File: config.mk
export PLATFORM = sky130hd
export DESIGN_NAME = mode_step_controller
export DESIGN_NICKNAME = d
export VERILOG_FILES = /design/src/rtl/mode_step_controller_pkg.sv /design/src/rtl/mode_step_controller_debounce_sync.sv /design/src/rtl/mode_step_controller_step_next_state.sv /design/src/rtl/mode_step_controller.sv
export SDC_FILE = /design/constraint.sdc
export NUM_CORES = 1
export LEC_CHECK = 0
export CAP_MARGIN = 5
export CELL_PAD_IN_SITES_DETAIL_PLACEMENT = 1
export CELL_PAD_IN_SITES_GLOBAL_PLACEMENT = 1
export CORE_MARGIN = 2
export CORE_UTILIZATION = 30
export DETAILED_ROUTE_END_ITERATION = 12
export PLACE_DENSITY_LB_ADDON = 0.1
export REMOVE_ABC_BUFFERS = 1
export SETUP_SLACK_MARGIN = 0.1
export SYNTH_ARGS = -nofsm -noshare
export SYNTH_HDL_FRONTEND = slang
export SYNTH_SLANG_ARGS = --single-unit
File: constraint.sdc
create_clock -name clk -period 6 [get_ports clk]
set_clock_uncertainty 0.15 [all_clocks]
set_input_delay 1.2 -clock clk [delete_from_list [all_inputs] [get_ports clk]]
set_output_delay 1.2 -clock clk [all_outputs]
set_load 0.02 [all_outputs]
File: src/rtl/mode_step_controller_pkg.sv
// Shared encodings and reset values for the mode/step sequencer.
package mode_step_controller_pkg;

    typedef enum logic [1:0] {
        S_IDLE = 2'd0,
        S_RUN  = 2'd1,
        S_STEP = 2'd2
    } state_t;

    localparam logic [1:0] MODE_INC  = 2'b00;
    localparam logic [1:0] MODE_DEC  = 2'b01;
    localparam logic [1:0] MODE_HOLD = 2'b10;
    localparam logic [1:0] MODE_INC2 = 2'b11;

    localparam logic [1:0] Q_RST    = 2'd0;
    localparam logic [1:0] MODE_RST = MODE_HOLD;

    function automatic logic [3:0] onehot(input logic [1:0] v);
        return 4'b0001 << v;
    endfunction

endpackage

File: src/rtl/mode_step_controller_debounce_sync.sv
// Accepts an already-synchronized vector only after CYCLES consecutive differing cycles.
module debounce_sync #(
    parameter int             W       = 1,
    parameter int             CYCLES  = 3,
    parameter logic [W-1:0]   RST_VAL = '0
) (
    input  logic         clk,
    input  logic         rst,
    input  logic [W-1:0] din,
    output logic [W-1:0] dout
);

    localparam int CNT_W = $clog2(CYCLES + 1);

    logic [CNT_W-1:0] cnt_reg;
    logic [W-1:0]     dout_reg;

    always_ff @(posedge clk or posedge rst) begin
        if (rst) begin
            cnt_reg  <= '0;
            dout_reg <= RST_VAL;
        end else if (din != dout_reg) begin
            // The first differing cycle sees cnt==0, so the CYCLES-th one sees CYCLES-1.
            if (cnt_reg == CNT_W'(CYCLES - 1)) begin
                dout_reg <= din;
                cnt_reg  <= '0;
            end else begin
                cnt_reg <= cnt_reg + 1'b1;
            end
        end else begin
            cnt_reg <= '0;
        end
    end

    assign dout = dout_reg;

endmodule

File: src/rtl/mode_step_controller_step_next_state.sv
// Combinational next-state arithmetic: mod-4 step selected by the applied mode.
module step_next_state
    import mode_step_controller_pkg::*;
(
    input  logic [1:0] sw,
    input  logic [1:0] q,
    output logic [1:0] next_q
);

    always_comb begin
        next_q = q;
        case (sw)
            MODE_INC:  next_q = q + 2'd1;
            MODE_DEC:  next_q = q - 2'd1;
            MODE_HOLD: next_q = q;
            MODE_INC2: next_q = q + 2'd2;
            default:   next_q = q;
        endcase
    end

endmodule

File: src/rtl/mode_step_controller.sv
// Mode/step sequencer: input sync + debounce, run divider, control FSM and the q/LED registers.
module mode_step_controller
    import mode_step_controller_pkg::*;
#(
    parameter int DIV_COUNT       = 25_000_000,
    parameter int DEBOUNCE_CYCLES = 500_000
) (
    input  logic       clk,
    input  logic       rst,
    input  logic [1:0] sw,
    input  logic       btn_step,
    input  logic       run_en,
    output logic [1:0] q,
    output logic [3:0] leds,
    output logic [1:0] mode,
    output logic       step_pulse,
    output logic       running
);

    localparam int DIV_W = $clog2(DIV_COUNT);

    // Bit order: {run_en, btn_step, sw[1:0]}
    logic [3:0] sync1_reg, sync2_reg;

    always_ff @(posedge clk or posedge rst) begin
        if (rst) begin
            sync1_reg <= '0;
            sync2_reg <= '0;
        end else begin
            sync1_reg <= {run_en, btn_step, sw};
            sync2_reg <= sync1_reg;
        end
    end

    logic [1:0] sw_s;
    logic       btn_s;
    logic       run_en_s;
    assign sw_s     = sync2_reg[1:0];
    assign btn_s    = sync2_reg[2];
    assign run_en_s = sync2_reg[3];

    logic [1:0] mode_db;
    logic       btn_db;

    debounce_sync #(.W(2), .CYCLES(DEBOUNCE_CYCLES), .RST_VAL(MODE_RST)) u_sw_db (
        .clk  (clk),
        .rst  (rst),
        .din  (sw_s),
        .dout (mode_db)
    );

    debounce_sync #(.W(1), .CYCLES(DEBOUNCE_CYCLES), .RST_VAL(1'b0)) u_btn_db (
        .clk  (clk),
        .rst  (rst),
        .din  (btn_s),
        .dout (btn_db)
    );

    logic btn_prev_reg;
    logic btn_rise;
    assign btn_rise = btn_db & ~btn_prev_reg;

    state_t           state_reg, state_next;
    logic [DIV_W-1:0] div_reg;
    logic             tick;
    logic             advance;

    assign tick = (state_reg == S_RUN) && (div_reg == DIV_W'(DIV_COUNT - 1));

    always_comb begin
        state_next = state_reg;
        advance    = 1'b0;
        case (state_reg)
            S_IDLE: begin
                // Run takes priority; a simultaneous button edge is dropped.
                if (run_en_s)      state_next = S_RUN;
                else if (btn_rise) state_next = S_STEP;
            end
            S_RUN: begin
                advance = tick;
                if (!run_en_s) state_next = S_IDLE;
            end
            S_STEP: begin
                advance    = 1'b1;
                state_next = S_IDLE;
            end
            default: state_next = S_IDLE;
        endcase
    end

    logic [1:0] next_q;
    logic [1:0] q_reg;
    logic [1:0] q_new;
    logic [3:0] leds_reg;
    logic       step_pulse_reg;
    logic       running_reg;

    step_next_state u_next (
        .sw     (mode_db),
        .q      (q_reg),
        .next_q (next_q)
    );

    assign q_new = advance ? next_q : q_reg;

    always_ff @(posedge clk or posedge rst) begin
        if (rst) begin
            state_reg      <= S_IDLE;
            div_reg        <= '0;
            btn_prev_reg   <= 1'b0;
            q_reg          <= Q_RST;
            leds_reg       <= onehot(Q_RST);
            step_pulse_reg <= 1'b0;
            running_reg    <= 1'b0;
        end else begin
            state_reg    <= state_next;
            btn_prev_reg <= btn_db;
            // Divider only advances while staying in RUN; leaving RUN clears it.
            if (state_reg == S_RUN && state_next == S_RUN)
                div_reg <= tick ? '0 : div_reg + 1'b1;
            else
                div_reg <= '0;
            q_reg          <= q_new;
            leds_reg       <= onehot(q_new);
            step_pulse_reg <= advance;
            running_reg    <= (state_next == S_RUN);
        end
    end

    assign q          = q_reg;
    assign leds       = leds_reg;
    assign mode       = mode_db;
    assign step_pulse = step_pulse_reg;
    assign running    = running_reg;

endmodule

; After elaboration in Yosys (flattened, before gate mapping)
; Index checks and enable logic that the tools add are counted.
[word_totals]
ff_bits = 85
input_bits = 6
wordCells = 52
[op_classes]
n_addsub = 6
eq_ne = 11
shift = 1
mux = 13
bitwise_logic = 2
n_reduce_logical = 6
[ops]
columns = cell, count
row1 = 19-bit 2-to-1 mux, 4
row2 = 25-bit 2-to-1 mux, 2
row3 = "19-bit by 1-bit adder with 19-bit output, second input constant", 2
row4 = "19-bit equality test, second input constant", 2
row5 = "25-bit by 1-bit adder with 25-bit output, second input constant", 1
row6 = "25-bit equality test, second input constant", 1
row7 = 2-bit 2-to-1 mux, 4
row8 = 2-bit case mux with 4 select lines, 1
row9 = "2-bit by 1-bit equality test with 1-bit output, second input constant", 3
row10 = "2-bit equality test, second input constant", 3
row11 = 2-bit zero test, 2
row12 = 2-bit case mux with 2 select lines, 1
row13 = 2-bit AND reduction, 2
row14 = "1-bit by 2-bit left shift with 4-bit output, first input constant", 1
row15 = "2-bit by 1-bit adder with 2-bit output, second input constant", 1
row16 = "2-bit adder, second input constant", 1
row17 = 1-bit logical AND, 2
row18 = 2-bit != test, 1
row19 = 1-bit case mux with 2 select lines, 1
row20 = "2-bit by 1-bit subtractor with 2-bit output, second input constant", 1
row21 = 1-bit AND, 1
row22 = 1-bit != test, 1
row23 = 1-bit inverter, 1

; Depth between registers and ports, before layout
[logic_depth]
ltp_word = 8
depth_mapped = 7
mapped_depth_nobuf = 6

; Cells and area by module
; Synthesis repeated with hierarchy kept, for this count alone.
[unflattened]
hier_cells = 396
hier_area_um2 = 4306.6
[modules_own_cells]
columns = module, instances, cells_per_inst, area_each_um2
row1 = mode_step_controller, 1, 184, 2139.6
row2 = debounce_sync (u_sw_db), 1, 107, 1091.0
row3 = debounce_sync (u_btn_db), 1, 101, 1041.0
row4 = step_next_state, 1, 4, 35.0

; Worst setup path after synthesis
; Ideal clock, no wire load.
[synth_path]
path_type = register to register
from = reg div_reg[0]
to = reg div_reg[22]
setup_ns = 0.087
t_arrival_ns = 2.023
required_time_ns = 5.763
path_slack_ns = 3.740
path_stages_with_launch = 7
period_less_slack_ns = 2.260
path_cell_list = dfrtp_1 > ha_1 > nand4_2 > or4_4 > buf_6 > or4_4 > a211oi_2
[synth_between]
elab_chain_len = 4
[synth_rtl]
columns = item, line_no
row1 = from (decl), mode_step_controller.sv:64  ; logic [DIV_W-1:0] div_reg;
row2 = from (signal assigned), mode_step_controller.sv:120  ; div_reg <= tick ? '0 : div_reg + 1'b1;
row3 = "parallel branches: the longest is 2 deep, another holds 25-bit by 1-bit adder with 25-bit output", n/a
row4 = 25-bit 2-to-1 mux (*), mode_step_controller.sv:120
row5 = 25-bit 2-to-1 mux (*), mode_step_controller.sv:119  ; if (state_reg == S_RUN && state_next == S_RUN)
; Every way passes the cells marked *.
; A chain may end at the register's enable or synchronous reset.

; Worst setup path after layout
[layout_path]
from = reg u_sw_db.dout_reg[1], in the netlist u_sw_db.dout[1]
to = out mode[1]
[layout_lines]
columns = item, line_no
row1 = from (decl), mode_step_controller_debounce_sync.sv:16  ; logic [W-1:0] dout_reg;
row2 = from (signal assigned), mode_step_controller_debounce_sync.sv:25  ; dout_reg <= din;
row3 = to (decl), mode_step_controller.sv:15  ; output logic [1:0] mode,
; No word-level cell between the ends.

==> impl_metrics.env <==
export IMPL_drv_slew=0
export IMPL_root_buffer="clkbuf_16"
export IMPL_antenna_left=0
export IMPL_die_w_um=125
export IMPL_coreArea_um2=14400
export IMPL_setup_viol_count_final=0
export IMPL_num_vias=3349
export IMPL_ys_flop_type="dfrtp_1"
export IMPL_fin_tns_setup_ps=0
export IMPL_numCtsBuffers=9
export IMPL_internal_power_mw=1.04
export IMPL_critPathSlowestCell="dfstp_2"
export IMPL_num_rows=44
export IMPL_endpoint_kind="output pin"
export IMPL_start_util_pct=30.4
export IMPL_ioPinCount=16
export IMPL_hold_viol_final=0
export IMPL_switchingPower_uw=394
export IMPL_seqCellArea_um2=2130
export IMPL_grt_max_degree=48
export IMPL_critPathMaxFanout=13
export IMPL_min_path_type="register to register"
export IMPL_outcome="complete, no violations"
export IMPL_gp_congestion=0.744
export IMPL_drt_total_wl_um=10100
export IMPL_first_global_vias=3423
export IMPL_fillers=1637
export IMPL_yosys_area_top_type_share_pct=47.6
export IMPL_critPathTopFamily="flip-flops"
export IMPL_drt_first_iter_violations=177
export IMPL_clock_power_share_pct=43.0
export IMPL_overflow=0
export IMPL_grt_first_pass_wirelength_um=17700
export IMPL_grt_usage_pct=14.0
export IMPL_final_cell_count_no_fill=640
export IMPL_yosys_warnings=0
export IMPL_yosys_top_cells_area="dfrtp_1, xnor2_1, nor2_1"
export IMPL_portBuffers=15
export IMPL_pre_cts_ws_ps=3020
export IMPL_critPathKind="register to output pin"
export IMPL_place_inst=624
export IMPL_drc=0
export IMPL_viasPerCell=5.23
export IMPL_ys_seq_area_share_pct=48.8
export IMPL_p_leak_nw=1.88
export IMPL_final_util_pct=34.9
export IMPL_max_slew_margin_rel_pct=44.1
export IMPL_crit_buf_inv=1
export IMPL_p_comb_share_pct=13.6
export IMPL_max_clock_freq_mhz=332
export IMPL_synth_distinct_cells=51
export IMPL_area_delta_synth_final_pct=14.9
export IMPL_start_kind="register"
export IMPL_rsz0062_at_grt="no"
export IMPL_p_seq_share_pct=43.4
export IMPL_worstPathCellList="clkdlybuf4s50_1"
export IMPL_antenna_found_initial=0
export IMPL_clock_latency_ps=340
export IMPL_total_power_mw=1.44
export IMPL_cts_hold_buf=0
export IMPL_synth_area_leader_cell="dfrtp_1"
export IMPL_layout_nets=463
export IMPL_ir_worst_vdd_mv=0.178
export IMPL_p_per_area_nw_per_um2=287
export IMPL_cts_max_path_buffers=2
export IMPL_synth_edf_count=0
export IMPL_period_minus_slack_ps=3010
export IMPL_clk_pin_slew_ps=60
export IMPL_largest_register_ff_count=25
export IMPL_antenna_cells=0
export IMPL_ys_ff_latch=85
export IMPL_min_period_over_period_pct=50.2
export IMPL_syn_inst=440
export IMPL_dieArea_um2=15500
export IMPL_mappedNetlistArea_um2=4360
export IMPL_postCtsSetupBuffers=0
export IMPL_cts_tree="done"
export IMPL_cts_sinks=85
export IMPL_final_layout_size_suffix_gt1_share_pct=9.65
export IMPL_die_h_um=125
export IMPL_final_setup_worst_slack_ps=2990
export IMPL_worst_slew_pin_slew_ps=834
export IMPL_async_flop_share_pct=100
export IMPL_synth_avg_cell_area_um2=9.92
export IMPL_cts_resized=0
export IMPL_wl_per_cell_um=15.8
export IMPL_crit_required_ps=4650
export IMPL_cp_data_arrival_time_ps=1660
export IMPL_cts_max_level=3
export IMPL_swShare_pct=27.4
export IMPL_slowest_delay_ps=670
export IMPL_post_dp_hpwl_um=6810
export IMPL_maxCapViolCount=0
export IMPL_multi_input_area_um2=2060
export IMPL_drtPass1Iterations=4
cells by family (layout without fill, tap and decap cells):
logic type                 after synthesis  after routing  share of synthesized area [%]
adders and majority gates                6              6                           1.72
xor gates and xnor gates                39             39                           7.83
muxes                                    5              5                           1.23
and+or+nand+nor                        187            187                           24.2
DFF                                     85             85                           48.8
AOI/OAI and AO/OA                       77             77                           12.3
buffers and inverters                   41             57                           3.99
per-layer routing:
layer	global-route usage [%]	vias to the layer above	wire [um]
li1	-	1623	-
met1	19.3	1691	5180
met2	21.6	23	4550
met3	2.75	12	198
met4	5.62	0	186
met5	0	-	0
layout by cell type (no fill, tap or decap), types with 3 or more instances in the layout:
cell type and n:
nand2b_1 5, mux2_2 3, a21oi_1 12, xnor2_1 23, clkdlybuf4s50_1 15, xor2_1 16
o31ai_1 11, a211oi_2 3, o211ai_1 5, buf_4 4, a21o_1 4, nor4_1 10
dfrtp_1 83, inv_1 20, nand4_1 15, nand3_1 20, a211oi_1 10, ha_1 6
nand2_1 21, and2_1 4, o21ai_0 20, clkbuf_16 9, nor3_1 20, nor2_1 39
and4_1 5, or4_4 3, or2_2 6, or3_1 14, a32oi_1 3, or4_1 12
final timing paths:
kind                                                  start                            end  slack (ps)  depth (start not counted)
worst max-delay path            u_sw_db.dout[1]$_DFFE_PP1P_                        mode[1]        2990                          1
worst min-delay path                 sync1_reg[1]$_DFF_PP0_         sync2_reg[1]$_DFF_PP0_         200                          0
worst max register to register       state_reg[1]$_DFF_PP0_          div_reg[18]$_DFF_PP0_        3450                          7
worst min register to register       sync1_reg[1]$_DFF_PP0_         sync2_reg[1]$_DFF_PP0_         200                          0
max in group asynchronous                               rst              leds[0]$_DFF_PP1_        3500                          3
min in group asynchronous                               rst  u_sw_db.cnt_reg[11]$_DFF_PP0_        1170                          2
cell type report:
class	instances	share of cell area, %
clock inverter	3	1.35
inverter	22	1.67
timing repair buffer	19	3.59
clock buffer	13	5.19
multi-input combinational	314	41.1
sequential	85	42.5
tap	184	4.59
cell usage after synthesis (all sizes together) (12+ instances only):
| cell | n |
|---|---|
| clkbuf | 13 |
| xnor2 | 23 |
| nand3 | 22 |
| inv | 21 |
| or3 | 14 |
| a211oi | 13 |
| dfrtp | 83 |
| a21oi | 12 |
| o21ai | 20 |
| nor2 | 39 |
| nand4 | 16 |
| o31ai | 12 |
| nor3 | 20 |
| or4 | 15 |
| xor2 | 16 |
| nand2 | 21 |
metrics by stage:
| step | cell area (um^2) | hold WS [ps] |
|---|---|---|
| after global placement | 4680 | 182 |
| after detailed placement | 4680 | 195 |
| after global routing | 5010 | 214 |
| after floorplan | 4270 | 181 |
| after CTS | 5010 | 201 |
| final | 5010 | 199 |
power by group through the flow:
stage / registers (mW) / clock network [mW] / logic (mW)
after global placement: 0.633 / 0 / 0.199
after floorplan: 0.632 / 0 / 0.125
after global routing: 0.627 / 0.665 / 0.222
final: 0.623 / 0.618 / 0.196
after detailed placement: 0.634 / 0 / 0.200
after CTS: 0.624 / 0.641 / 0.200
Note: power is estimated with default switching activity, not from simulation.
